**config.mk**
```make
export PLATFORM = sky130hd
export DESIGN_NAME = data_stack
export DESIGN_NICKNAME = d
export VERILOG_FILES = /design/src/rtl/data_stack.sv
export SDC_FILE = /design/constraint.sdc
export NUM_CORES = 1
export LEC_CHECK = 0
export CORE_AREA = 2 2 81 83
export DETAILED_ROUTE_END_ITERATION = 16
export DIE_AREA = 0 0 83 85
export PLACE_DENSITY = 0.78
export REMOVE_ABC_BUFFERS = 1
export SKIP_LAST_GASP = 1
export SYNTH_ARGS = -nofsm -noshare
export SYNTH_HDL_FRONTEND = slang
export SYNTH_SLANG_ARGS = --single-unit
```
**constraint.sdc**
```tcl
create_clock -name clk -period 3.5 [get_ports clk]
set_input_delay 0.525 -clock clk [delete_from_list [all_inputs] [get_ports clk]]
set_output_delay 0.525 -clock clk [all_outputs]
set_load 0.01 [all_outputs]
```
**src/rtl/data_stack.sv**
```systemverilog
// Hardware LIFO for the CPU datapath: registered top-of-stack, depth tracking,
// and sticky overflow/underflow flags.
module data_stack #(
  parameter int WIDTH = 8,
  parameter int DEPTH = 8
) (
  input  logic                       clk,
  input  logic                       rst,
  input  logic                       clear,
  input  logic                       stack_w_en,
  input  logic                       stack_r_en,
  input  logic [WIDTH-1:0]           push_data,
  output logic [WIDTH-1:0]           pop_data,
  output logic [$clog2(DEPTH+1)-1:0] depth,
  output logic                       empty,
  output logic                       full,
  output logic                       overflow,
  output logic                       underflow
);

  localparam int DW = $clog2(DEPTH + 1);
  localparam int AW = $clog2(DEPTH);

  logic [WIDTH-1:0] mem [DEPTH];

  logic [DW-1:0]    sp_q, sp_d;
  logic [WIDTH-1:0] top_q, top_d;
  logic             ovf_q, ovf_d;
  logic             unf_q, unf_d;

  logic             mem_we;
  logic [AW-1:0]    mem_waddr;
  logic [AW-1:0]    idx_top;
  logic [AW-1:0]    idx_below;
  logic             is_empty;
  logic             is_full;

  // Modular AW-bit arithmetic lands on the right slot even when sp == DEPTH
  // wraps the low bits to zero for a power-of-two depth.
  assign idx_top   = sp_q[AW-1:0] - AW'(1);
  assign idx_below = sp_q[AW-1:0] - AW'(2);
  assign is_empty  = (sp_q == '0);
  assign is_full   = (sp_q == DW'(DEPTH));

  always_comb begin
    // NOTE: every combinational output gets a default first so no path leaves
    // it unassigned, which would otherwise infer a latch.
    sp_d      = sp_q;
    top_d     = top_q;
    ovf_d     = ovf_q;
    unf_d     = unf_q;
    mem_we    = 1'b0;
    mem_waddr = sp_q[AW-1:0];

    if (clear) begin
      sp_d  = '0;
      top_d = '0;
      ovf_d = 1'b0;
      unf_d = 1'b0;
    end else begin
      unique case ({stack_w_en, stack_r_en})
        2'b10: begin
          if (is_full) begin
            ovf_d = 1'b1;
          end else begin
            mem_we = 1'b1;
            sp_d   = sp_q + DW'(1);
            top_d  = push_data;
          end
        end
        2'b01: begin
          if (is_empty) begin
            unf_d = 1'b1;
          end else if (sp_q == DW'(1)) begin
            sp_d  = '0;
            top_d = '0;
          end else begin
            sp_d  = sp_q - DW'(1);
            top_d = mem[idx_below];
          end
        end
        2'b11: begin
          // Replace top; from empty this degenerates to a push plus underflow.
          mem_we = 1'b1;
          top_d  = push_data;
          if (is_empty) begin
            unf_d     = 1'b1;
            mem_waddr = '0;
            sp_d      = DW'(1);
          end else begin
            mem_waddr = idx_top;
          end
        end
        default: ;
      endcase
    end
  end

  always_ff @(posedge clk) begin
    // NOTE: sequential state uses non-blocking assignments so every register
    // samples pre-edge values regardless of statement order.
    if (rst) begin
      sp_q  <= '0;
      top_q <= '0;
      ovf_q <= 1'b0;
      unf_q <= 1'b0;
    end else begin
      sp_q  <= sp_d;
      top_q <= top_d;
      ovf_q <= ovf_d;
      unf_q <= unf_d;
    end
  end

  // NOTE: the storage array is deliberately not reset; sp gates which entries
  // are valid, so stale contents are never observed.
  always_ff @(posedge clk) begin
    if (!rst && mem_we) begin
      mem[mem_waddr] <= push_data;
    end
  end

  assign pop_data  = top_q;
  assign depth     = sp_q;
  assign empty     = is_empty;
  assign full      = is_full;
  assign overflow  = ovf_q;
  assign underflow = unf_q;

endmodule

```
======== After elaboration in Yosys (flattened, before gate mapping) ========
Memories as Yosys holds them, arrays and structs flattened.
Index checks and enable logic that the tools add are counted.
cells by class
  multiplexer cells ....................... 17
  reductions and logical operators ........ 10
  equal/unequal tests ..................... 8
  $add $sub $neg .......................... 4
operator list
  kind                                                                   count
  8-bit 2-to-1 mux                                                       3
  8-bit one-hot mux with 3 select lines                                  1
  4-bit 2-to-1 mux                                                       4
  4-bit one-hot mux with 3 select lines                                  1
  3-bit 2-to-1 mux                                                       3
  2-bit inequality test, second input constant                           3
  4-bit by 1-bit adder with 4-bit output, second input constant          1
  2-bit equality test, second input constant                             2
  4-bit by 1-bit equality test with 1-bit output, second input constant  1
  4-bit equality test, second input constant                             1
  4-bit logical NOT                                                      1
  1-bit 2-to-1 mux                                                       4
  2-bit AND reduction                                                    2
  4-bit AND reduction                                                    1
  2-bit OR reduction                                                     2
  4-bit by 1-bit subtractor with 4-bit output, second input constant     1
  3-bit AND reduction                                                    1
  3-bit nonzero test                                                     1
  3-bit by 1-bit subtractor with 3-bit output, second input constant     1
  3-bit by 2-bit subtractor with 3-bit output, second input constant     1
  2-bit by 1-bit equality test with 1-bit output, second input constant  1
  1-bit one-hot mux with 2 select lines                                  1
  1-bit logical AND                                                      1
  1-bit logical NOT                                                      1
storage, ports and cells
  word-level logic and storage cells ...... 44
  memories ................................ 1
  bits of input ports ..................... 13
  RAM bits ................................ 64
  register bits ........................... 14
  output and inout bits ................... 16
memories
  memory  depth  bits a word  read ports  clocked after memory_dff  wr ports  RTL line  source
  mem     8      8            1           0                         1         24        logic [WIDTH-1:0] mem [DEPTH];

======== Longest topological paths before layout ========
Gate-level depths: netlist of run 1.
  word-level depth ........................ 7
  mapped depth ............................ 10
  gate-level depth less buffers ........... 6

======== Worst setup path after synthesis of run 1 ========
No wires, ideal clock.
  path type ............................... flip-flop to flip-flop
  start point ............................. register sp_q[0], in the netlist depth[0]
  end point ............................... memory mem[6][0], enable pin
  slack ................................... 0.311 ns
  path buffers ............................ 3
  clock period less this slack ............ 3.189 ns
  setup time .............................. 0.383 ns
  cell stages (with the launch flop) ...... 10
  required time ........................... 3.117 ns
  data arrival time ....................... 2.806 ns
  cell sequence ........................... dfxtp_1 > buf_2 > buf_2 > inv_1 > ha_1 > buf_2 > nor4bb_1 > or3_4 > or3_4 > nor3_1
between the ends
  word-level cells in the longest chain between the ends .. 7
  elaborated cells on any way between the ends .. 12
  those cells by class .................... 1 x add/sub; 1 x eq/ne; 8 x mux; 2 x reduce/logical
RTL lines
  item                                    RTL line  source
  from (decl)                             26        logic [DW-1:0] sp_q, sp_d;
  from (signal assigned)                  108       sp_q <= sp_d;
  4-bit equality test                     43        assign is_full = (sp_q == DW'(DEPTH));
  1-bit 2-to-1 mux                        63        if (is_full) begin
  1-bit one-hot mux with 2 select lines   61        unique case ({stack_w_en, stack_r_en})
  1-bit 2-to-1 mux                        55        if (clear) begin
  1-bit logical AND                       118       if (!rst && mem_we) begin
  1-bit 2-to-1 mux                        118
  1-bit 2-to-1 mux (implied by the code)  119       mem[mem_waddr] <= push_data;
  to (decl)                               24
Several ways; a longest one is shown, not always the timed one.

======== Final worst setup path of run 1 ========
  start point ............................. register sp_q[1], in the netlist depth[1]
  end point ............................... output port empty
between the ends
  word-level cells in the longest chain between the ends .. 1
RTL lines
  item               RTL line  source
  4-bit logical NOT  42        assign is_empty = (sp_q == '0);
  to (decl)          15        output logic empty,
Every way passes these cells.

==> impl_metrics.toml, run 1 <==
[worst_setup_path]
r2r_slack_ns = 0.96
critPathLaunchType = "flip-flop"
required_ns = 2.97
worstSetupPathType = "flip-flop to output pin"
cp.arrival_ns = 2.19
end_kind = "output pin"
path_max_fanout = 9

[layout]
fin_nets = 312
multi_input_area_um2 = 1149
n_fill_cell = 434
layout-drive-gt1-share_pct = 11.41
syn_to_final_growth_pct = 16.96
seq_area_um2 = 2203
final_cell_mix = "64 x edfxtp_1, 32 x mux2i_1, 28 x clkdlybuf4s50_1"
final_common_cell = "edfxtp_1"
final_area_um2 = 4039
antenna_cells = 0

[synthesis]
synth_flop_cell = "edfxtp_1"
yosys_warnings = 0
async_flop_share_pct = 0
yosysUniqueCellTypes = 42
syn_area_um2 = 3453
ys_ff_latch = 78
syn_area_per_cell_um2 = 13.18
seq_area_frac_synth_pct = 63.77
netlist_instances = 262
synth_edf_count = 64

[placement]
io_buffers = 28
hpwl_um = 4533
dpl_worst_slack_ns = 0.6107
postPlaceCellArea_um2 = 3811
globalplace.congestion = 0.8659

[drt]
routedWlPerCell_um = 18.66
drt-initial-drc-count = 205
firstDrtPassIters = 5
drc = 0
drt_wl_total_um = 6997
viasPerCell = 6.003
ant_nets = 0
vias = 2251

[pwr]
power_leakage_nw = 1.330
p_switching_w = 0.0004723
total_power_w = 0.001983
power.share.clock_pct = 38.1
swShare_pct = 23.82
p_seq_share_pct = 51.6
internal-power_w = 0.001511
power.density_nw_per_um2 = 491.0
ir_worst_vdd_mv = 0.3637
p_comb_share_pct = 10.4

[timing]
fmax_mhz = 368.3
slew_headroom_pct = 21.42
fin_crit_ns = 2.715
post-route-period-util_pct = 77.58
fin_skew_ns = 0.01152
worst_pin_slew_ns = 1.179
worst_slack_ns = 0.7849
setup_viol = 0
rsz0062_at_grt = "false"
slew_violations = 0
hold_viol = 0

[grt]
grt_pass1_wl_um = 11350
grt_usage_pct = 21.08
grt_max_degree = 41
antenna_found_initial = 0
grt_overflow = 0
grt_pass1_vias = 2133

[cts]
root_buffer = "clkbuf_8"
clkSlewWorstSetupHoldPaths_ns = 0.08
post_cts_buffers = 0
ctsHoldBuffers = 0
cts-resized-gates = 0
clock_sinks = 78
cts_buffers = 9
clk_latency_ns = 0.35
cts_max_level = 3
cts_tree = "done"
cts.path.max_buffers = 2

[die]
die_w_um = 83
boundaryPins = 29
row_count = 29
core-area_um2 = 6205
dieArea_um2 = 7055
die_h_um = 85
initial_core_util_pct = 55.66

[min_path]
hp-class = "flip-flop to flip-flop"

[status]
status = "completed"

[job]
maxCapViolations = 0
## cell type report
cell class	instances	share of cell area [%]
clock buffers	9	3.067
clock inverters	7	2.571
inverters	6	0.5576
multi-input cells	162	28.44
flip-flops and latches	78	54.55
repair buffers	36	8.426
well taps	77	2.385
## critical path: stages (launching register included)
cell	delay (ns)
dfxtp_1	0.32
inv_1	0.12
ha_1	0.35
nor3b_2	0.44
clkdlybuf4s50_1	0.62
## metal layers
layer	track usage (%)	vias to the layer above	routed length [µm]	part of all wire, %
met1	28.96	1082	3035	43
met5	0	-	0	0
li1	-	1065	-	-
met3	4.280	12	450	6.4
met2	32.33	92	3334	48
met4	10.58	0	176	2.5
## metrics by stage
stage,hold slack [ns],cells,TNS [ns],utilization (%)
after floorplan,0.5022,246,-11.96,-
after global placement,0.4554,359,0,61.42
after detailed placement,0.4622,359,0,61.42
after CTS,0.4808,375,0,65.09
after global routing,0.5329,375,0,65.09
final,0.4735,375,0,65.09
## cell families (layout without fill, tap and decap cells)
kind of cell    count (synthesis)  in the layout  synth area share [%]
flops                          78             78                 63.77
simple gates                   75             75                 12.17
compound gates                 46             46                 8.804
mux                            33             33                 9.602
buf+inv                        22             58                 2.971
fa+ha+maj                       6              6                 2.174
xor+xnor                        2              2                0.5073
## flip-flops by register name (all words and copies together), names as in the netlist
name,cells
mem,64
underflow,1
depth,4
pop_data,8
overflow,1
## final timing paths
path	from	endpoint	cells after the start
setup / recovery	depth[1]	empty	4
hold / removal	overflow	overflow	2
setup reg to reg	depth[1]	mem[2][3]	7
hold reg to reg	overflow	overflow	2
## power by group through the flow
stage / clock network (W) / logic, W / registers, W
CTS: 0.000762 / 0.000205 / 0.00102
detailed placement: 0 / 0.000204 / 0.00104
floorplan: 0 / 0.000105 / 0.00106
global route: 0.000806 / 0.000225 / 0.00102
finish: 0.000755 / 0.000206 / 0.00102
global placement: 0 / 0.000201 / 0.00104
## synthesized netlist by cell type (6+ instances only)
| master | number | area [µm²] |
|---|---|---|
| nand4_1 | 8 | 50.05 |
| dfxtp_1 | 14 | 280.3 |
| ha_1 | 6 | 75.07 |
| inv_1 | 6 | 22.52 |
| nand3_1 | 8 | 40.04 |
| mux2i_1 | 32 | 320.3 |
| nor2_1 | 11 | 41.29 |
| nand2_1 | 19 | 71.32 |
| edfxtp_1 | 64 | 1922 |
| o21ai_0 | 9 | 45.04 |
| a31oi_1 | 10 | 62.56 |
| buf_2 | 10 | 50.05 |
| a22oi_1 | 9 | 67.56 |
No activity file was read; power rests on OpenSTA's default activity.
==> run 2: changes to the inputs <==
Clock period 3.5 ns to 2.65 ns, I/O delays scaled along.
==> impl_metrics.toml, run 2 (synthesized netlist as in run 1, its figures left out) <==
[cts]
cts_tree = "done"
cts_max_level = 3
clkSlewWorstSetupHoldPaths_ns = 0.07
cts.path.max_buffers = 2
root_buffer = "clkbuf_8"
clk_latency_ns = 0.34
cts_buffers = 9
clock_sinks = 78
post_cts_buffers = 0

[worst_setup_path]
critical_path.startpoint = "depth[1]"
worstPathCellList = "inv_1 > ha_2 > nor3b_2 > buf_4 > clkdlybuf4s50_1"
path_max_fanout = 9
end_kind = "output pin"
reg2regPathDepth = 7
cpMaxStageDelayCell = "clkdlybuf4s50_1"
critPathMaxStageDelay_ns = 0.54
crit_buf_inv = 3
cp.arrival_ns = 2.06
required_ns = 2.25
worstSetupPathType = "flip-flop to output pin"
rr_startpoint = "depth[0]"
critPathLaunchType = "flip-flop"
r2r_slack_ns = 0.38
path_delay_family = "buffers and inverters"
r2r_end = "mem[7][0]"

[timing]
fin_skew_ns = 0.007880
worst_pin_slew_ns = 0.7059
rsz0062_at_grt = "false"
post-route-period-util_pct = 92.79
fin_crit_ns = 2.459
setup_viol = 0
fmax_mhz = 406.7
slew_headroom_pct = 52.76
hold_viol = 0
slew_violations = 0

[min_path]
hold_depth = 2
holdPathEnd = "overflow"
hp-class = "flip-flop to flip-flop"
worstHoldStart = "overflow"

[drt]
routedWlPerCell_um = 18.28
ant_nets = 0
vias = 2310
drc = 0
drt-initial-drc-count = 157
firstDrtPassIters = 4
viasPerCell = 5.908
drt_wl_total_um = 7148

[pwr]
total_power_w = 0.002446
power.density_nw_per_um2 = 593.7
power_leakage_nw = 1.390
ir_worst_vdd_mv = 0.4612

[grt]
grt_usage_pct = 21.58
grt_pass1_wl_um = 11430
grt_pass1_vias = 2352
antenna_found_initial = 0
grt_most_used_layer = "met2"
grt_util_met1_pct = 25.99
grt_use_met2_pct = 36.14
grt_max_degree = 41
use_met3_pct = 5.837
grt_overflow = 0

[job]
maxCapViolations = 0

[layout]
fin_nets = 328
antenna_cells = 0
fin_cells = 391
final_common_cell = "edfxtp_1"
final_area_um2 = 4120
syn_to_final_growth_pct = 19.31
layout-drive-gt1-share_pct = 15.92
top_register = "mem"
largest_reg_flops = 64
final_cell_mix = "64 x edfxtp_1, 32 x mux2i_1, 28 x clkdlybuf4s50_1"

[die]
core-area_um2 = 6205
die_h_um = 85
initial_core_util_pct = 55.66
row_count = 29
boundaryPins = 29
die_w_um = 83
dieArea_um2 = 7055

[placement]
io_buffers = 28
postPlaceCellArea_um2 = 3931
globalplace.congestion = 0.8231
hpwl_um = 4975
placedCellCount = 375

[status]
status = "completed"
## run 2: cell count changes in the layout (fill, tap and decap cells not counted)
cell        change
buf_4          +16
bufinv_16       -2
clkbuf_1        +1
clkbuf_8        +3
clkinv_2        +2
clkinv_4        -3
clkinvlp_4      +1
ha_1            -1
ha_2            +1
inv_6           -2
## run 2: power breakdown
| part | switching [W] | internal, W | total, W |
|---|---|---|---|
| clock network | 0.000388 | 0.000414 | 0.000802 |
| logic | 0.000166 | 0.000128 | 0.000294 |
| registers | 0.00000774 | 0.00134 | 0.00135 |
| total | 0.000561 | 0.00188 | 0.00245 |
## run 2: stage by stage
stage / util (%) / hold slack [ns] / setup slack, ns / TNS [ns]
after CTS: 66.36 / 0.4757 / 0.08218 / 0
after global placement: 63.36 / 0.4552 / 0.1735 / 0
final: 66.40 / 0.4681 / 0.1911 / 0
after detailed placement: 63.36 / 0.4564 / 0.1424 / 0
after global routing: 66.40 / 0.5284 / 0.07263 / 0
after floorplan: - / 0.4964 / -1.192 / -69.31
## run 2: worst register-to-register path, delay by kind of cell, from the launching register on
| family | cells | cell delay (ns) |
|---|---|---|
| buffers and inverters | 2 | 0.72 |
| and+or+nand+nor | 3 | 0.47 |
| adders and majority gates | 1 | 0.34 |
| DFF | 1 | 0.33 |
| AOI/OAI and AO/OA | 1 | 0.11 |
## run 2: metal layers
layer	up-vias	share of wire [%]	wire length, µm
met5	-	0	0
met4	0	1.6	117
met3	12	6.4	460
met2	95	51	3620
met1	1115	41	2950
li1	1088	-	-
## run 2: cell type report
type | count | area, µm²
Clock inverter | 3 | 17.52
Clock buffer | 13 | 168.9
Inverter | 6 | 22.52
Multi-Input combinational cell | 162 | 1151
Fill cell | 440 | 2085
Timing Repair Buffer | 52 | 460.4
Tap cell | 77 | 96.34
Sequential cell | 78 | 2203
## run 2: how the worst max path moves through the flow
stage,slack [ns],end,cells past startpoint
6_report,0.19,empty,5
5_1_grt,0.07,empty,5
4_1_cts,0.08,empty,5
3_5_place_dp,0.14,mem[3][2],6
3_3_place_gp,0.17,mem[2][6],6
2_1_floorplan,-1.19,mem[6][0],6
## run 2: timing repair
action	CTS	global route
resized for setup	0	1
endpoints found under the setup margin	0	1
hold buffers	0	0
endpoints found under the hold margin	0	0
==> run 3: changes to the inputs <==
Settings changed: CAP_MARGIN from default to 20, CORE_AREA 2 2 81 83 to 3 3 82 84, DIE_AREA 0 0 83 85 to 0 0 85 87.
==> impl_metrics.toml, run 3 (synthesized netlist as in run 1, its figures left out) <==
[status]
status = "completed"

[cts]
clkSlewWorstSetupHoldPaths_ns = 0.08
clock_sinks = 78
post_cts_buffers = 0
cts_buffers = 9
cts.path.max_buffers = 2
cts_max_level = 3
cts_tree = "done"
clk_latency_ns = 0.35
root_buffer = "clkbuf_8"

[drt]
drc = 0
vias = 2372
drt-initial-drc-count = 309
drt_wl_total_um = 7897
viasPerCell = 6.129
routedWlPerCell_um = 20.41
firstDrtPassIters = 5
ant_nets = 0

[layout]
layout-drive-gt1-share_pct = 14.74
final_cell_mix = "64 x edfxtp_1, 32 x mux2i_1, 28 x clkdlybuf4s50_1"
top_register = "mem"
fin_nets = 327
final_common_cell = "edfxtp_1"
syn_to_final_growth_pct = 20.14
final_util_pct = 69.26
largest_reg_flops = 64
final_area_um2 = 4149
antenna_cells = 0

[grt]
grt_pass1_wl_um = 12440
antenna_found_initial = 0
grt_overflow = 0
grt_max_degree = 41
grt_usage_pct = 22.75
grt_pass1_vias = 2348

[timing]
setup_viol = 0
fin_crit_ns = 2.457
rsz0062_at_grt = "false"
fin_skew_ns = 0.007387
finalSetupTns_ns = 0
post-route-period-util_pct = 92.72
fmax_mhz = 407.0
hold_viol = 0
worst_slack_ns = 0.1930
slew_headroom_pct = 52.85
worst_pin_slew_ns = 0.7047
slew_violations = 0

[die]
die_w_um = 85
boundaryPins = 29
core-area_um2 = 5991
initial_core_util_pct = 57.64
row_count = 28
die_h_um = 87
dieArea_um2 = 7395

[worst_setup_path]
worstPathCellList = "inv_1 > ha_2 > nor3b_2 > buf_4 > clkdlybuf4s50_1"
r2r_slack_ns = 0.38
cp.arrival_ns = 2.06
path_delay_family = "buffers and inverters"
r2r_end = "mem[2][1]"
reg2regPathDepth = 7
rr_startpoint = "depth[1]"
cpMaxStageDelayCell = "clkdlybuf4s50_1"
worstSetupPathType = "flip-flop to output pin"
crit_buf_inv = 3
end_kind = "output pin"
required_ns = 2.25
critPathMaxStageDelay_ns = 0.53
critical_path.startpoint = "depth[1]"
path_max_fanout = 9
critPathLaunchType = "flip-flop"

[pwr]
power_leakage_nw = 1.400
power.density_nw_per_um2 = 644.2
total_power_w = 0.002673
ir_worst_vdd_mv = 0.4242

[min_path]
hp-class = "flip-flop to flip-flop"
worstHoldStart = "overflow"
hold_depth = 2
holdPathEnd = "overflow"

[placement]
hpwl_um = 5343
io_buffers = 28
globalplace.congestion = 0.8783
postPlaceCellArea_um2 = 3921
dpl_worst_slack_ns = 0.1582

[job]
maxCapViolations = 0
[run 3: cell types whose count changed in the layout (fill, tap and decap cells not counted)]
cell	before	now
buf_4	24	23
bufinv_16	0	3
clkbuf_1	1	0
clkbuf_8	12	9
clkinv_1	0	3
clkinv_2	2	0
clkinvlp_4	1	0
[run 3: area by class of cell]
class | instances | area (µm²)
clock buffers | 9 | 123.9
fillers | 433 | 1842
well taps | 75 | 93.84
flip-flops and latches | 78 | 2203
clock inverters | 6 | 101.3
repair buffers | 51 | 452.9
inverters | 6 | 22.52
multi-input cells | 162 | 1151
[run 3: repair_timing]
item / 4_1_cts / 5_1_grt
hold buffers: 0 / 0
gates resized for setup: 0 / 1
setup endpoints to repair: 0 / 1
[run 3: worst max-delay path by stage]
| stage | endpoint | slack (ns) | cells past startpoint |
|---|---|---|---|
| detailed placement | mem[2][3] | 0.16 | 6 |
| global placement | mem[2][3] | 0.17 | 6 |
| global route | empty | 0.08 | 5 |
| CTS | empty | 0.09 | 5 |
| finish | empty | 0.19 | 5 |
| floorplan | mem[6][0] | -1.19 | 6 |
[run 3: worst reg2reg max path: stages (launching register included)]
cell	delay, ns
dfxtp_1	0.33
inv_1	0.09
ha_2	0.25
nor4bb_1	0.18
or3_4	0.39
or3_4	0.37
nor3b_2	0.19
buf_4	0.19
[run 3: power breakdown]
part / internal [W] / switching [W] / total, W
registers: 0.00134 / 0.00000794 / 0.00135
logic: 0.000129 / 0.000171 / 0.000300
clock network: 0.000611 / 0.000412 / 0.00102
total: 0.00208 / 0.000591 / 0.00267
[run 3: per-stage QoR]
step                std cells  hold slack, ns
floorplan                 246          0.4964
global placement          372          0.4546
detailed placement        372          0.4655
CTS                       387          0.4833
global route              387          0.4956
finish                    387          0.4813
[run 3: layer usage]
metal / GRT usage [%] / wire [µm] / vias to the layer above
li1: - / - / 1090
met1: 29.65 / 3286 / 1154
met2: 37.43 / 3881 / 109
met3: 4.447 / 530 / 19
met4: 9.640 / 198 / 0
met5: 0 / 0 / -
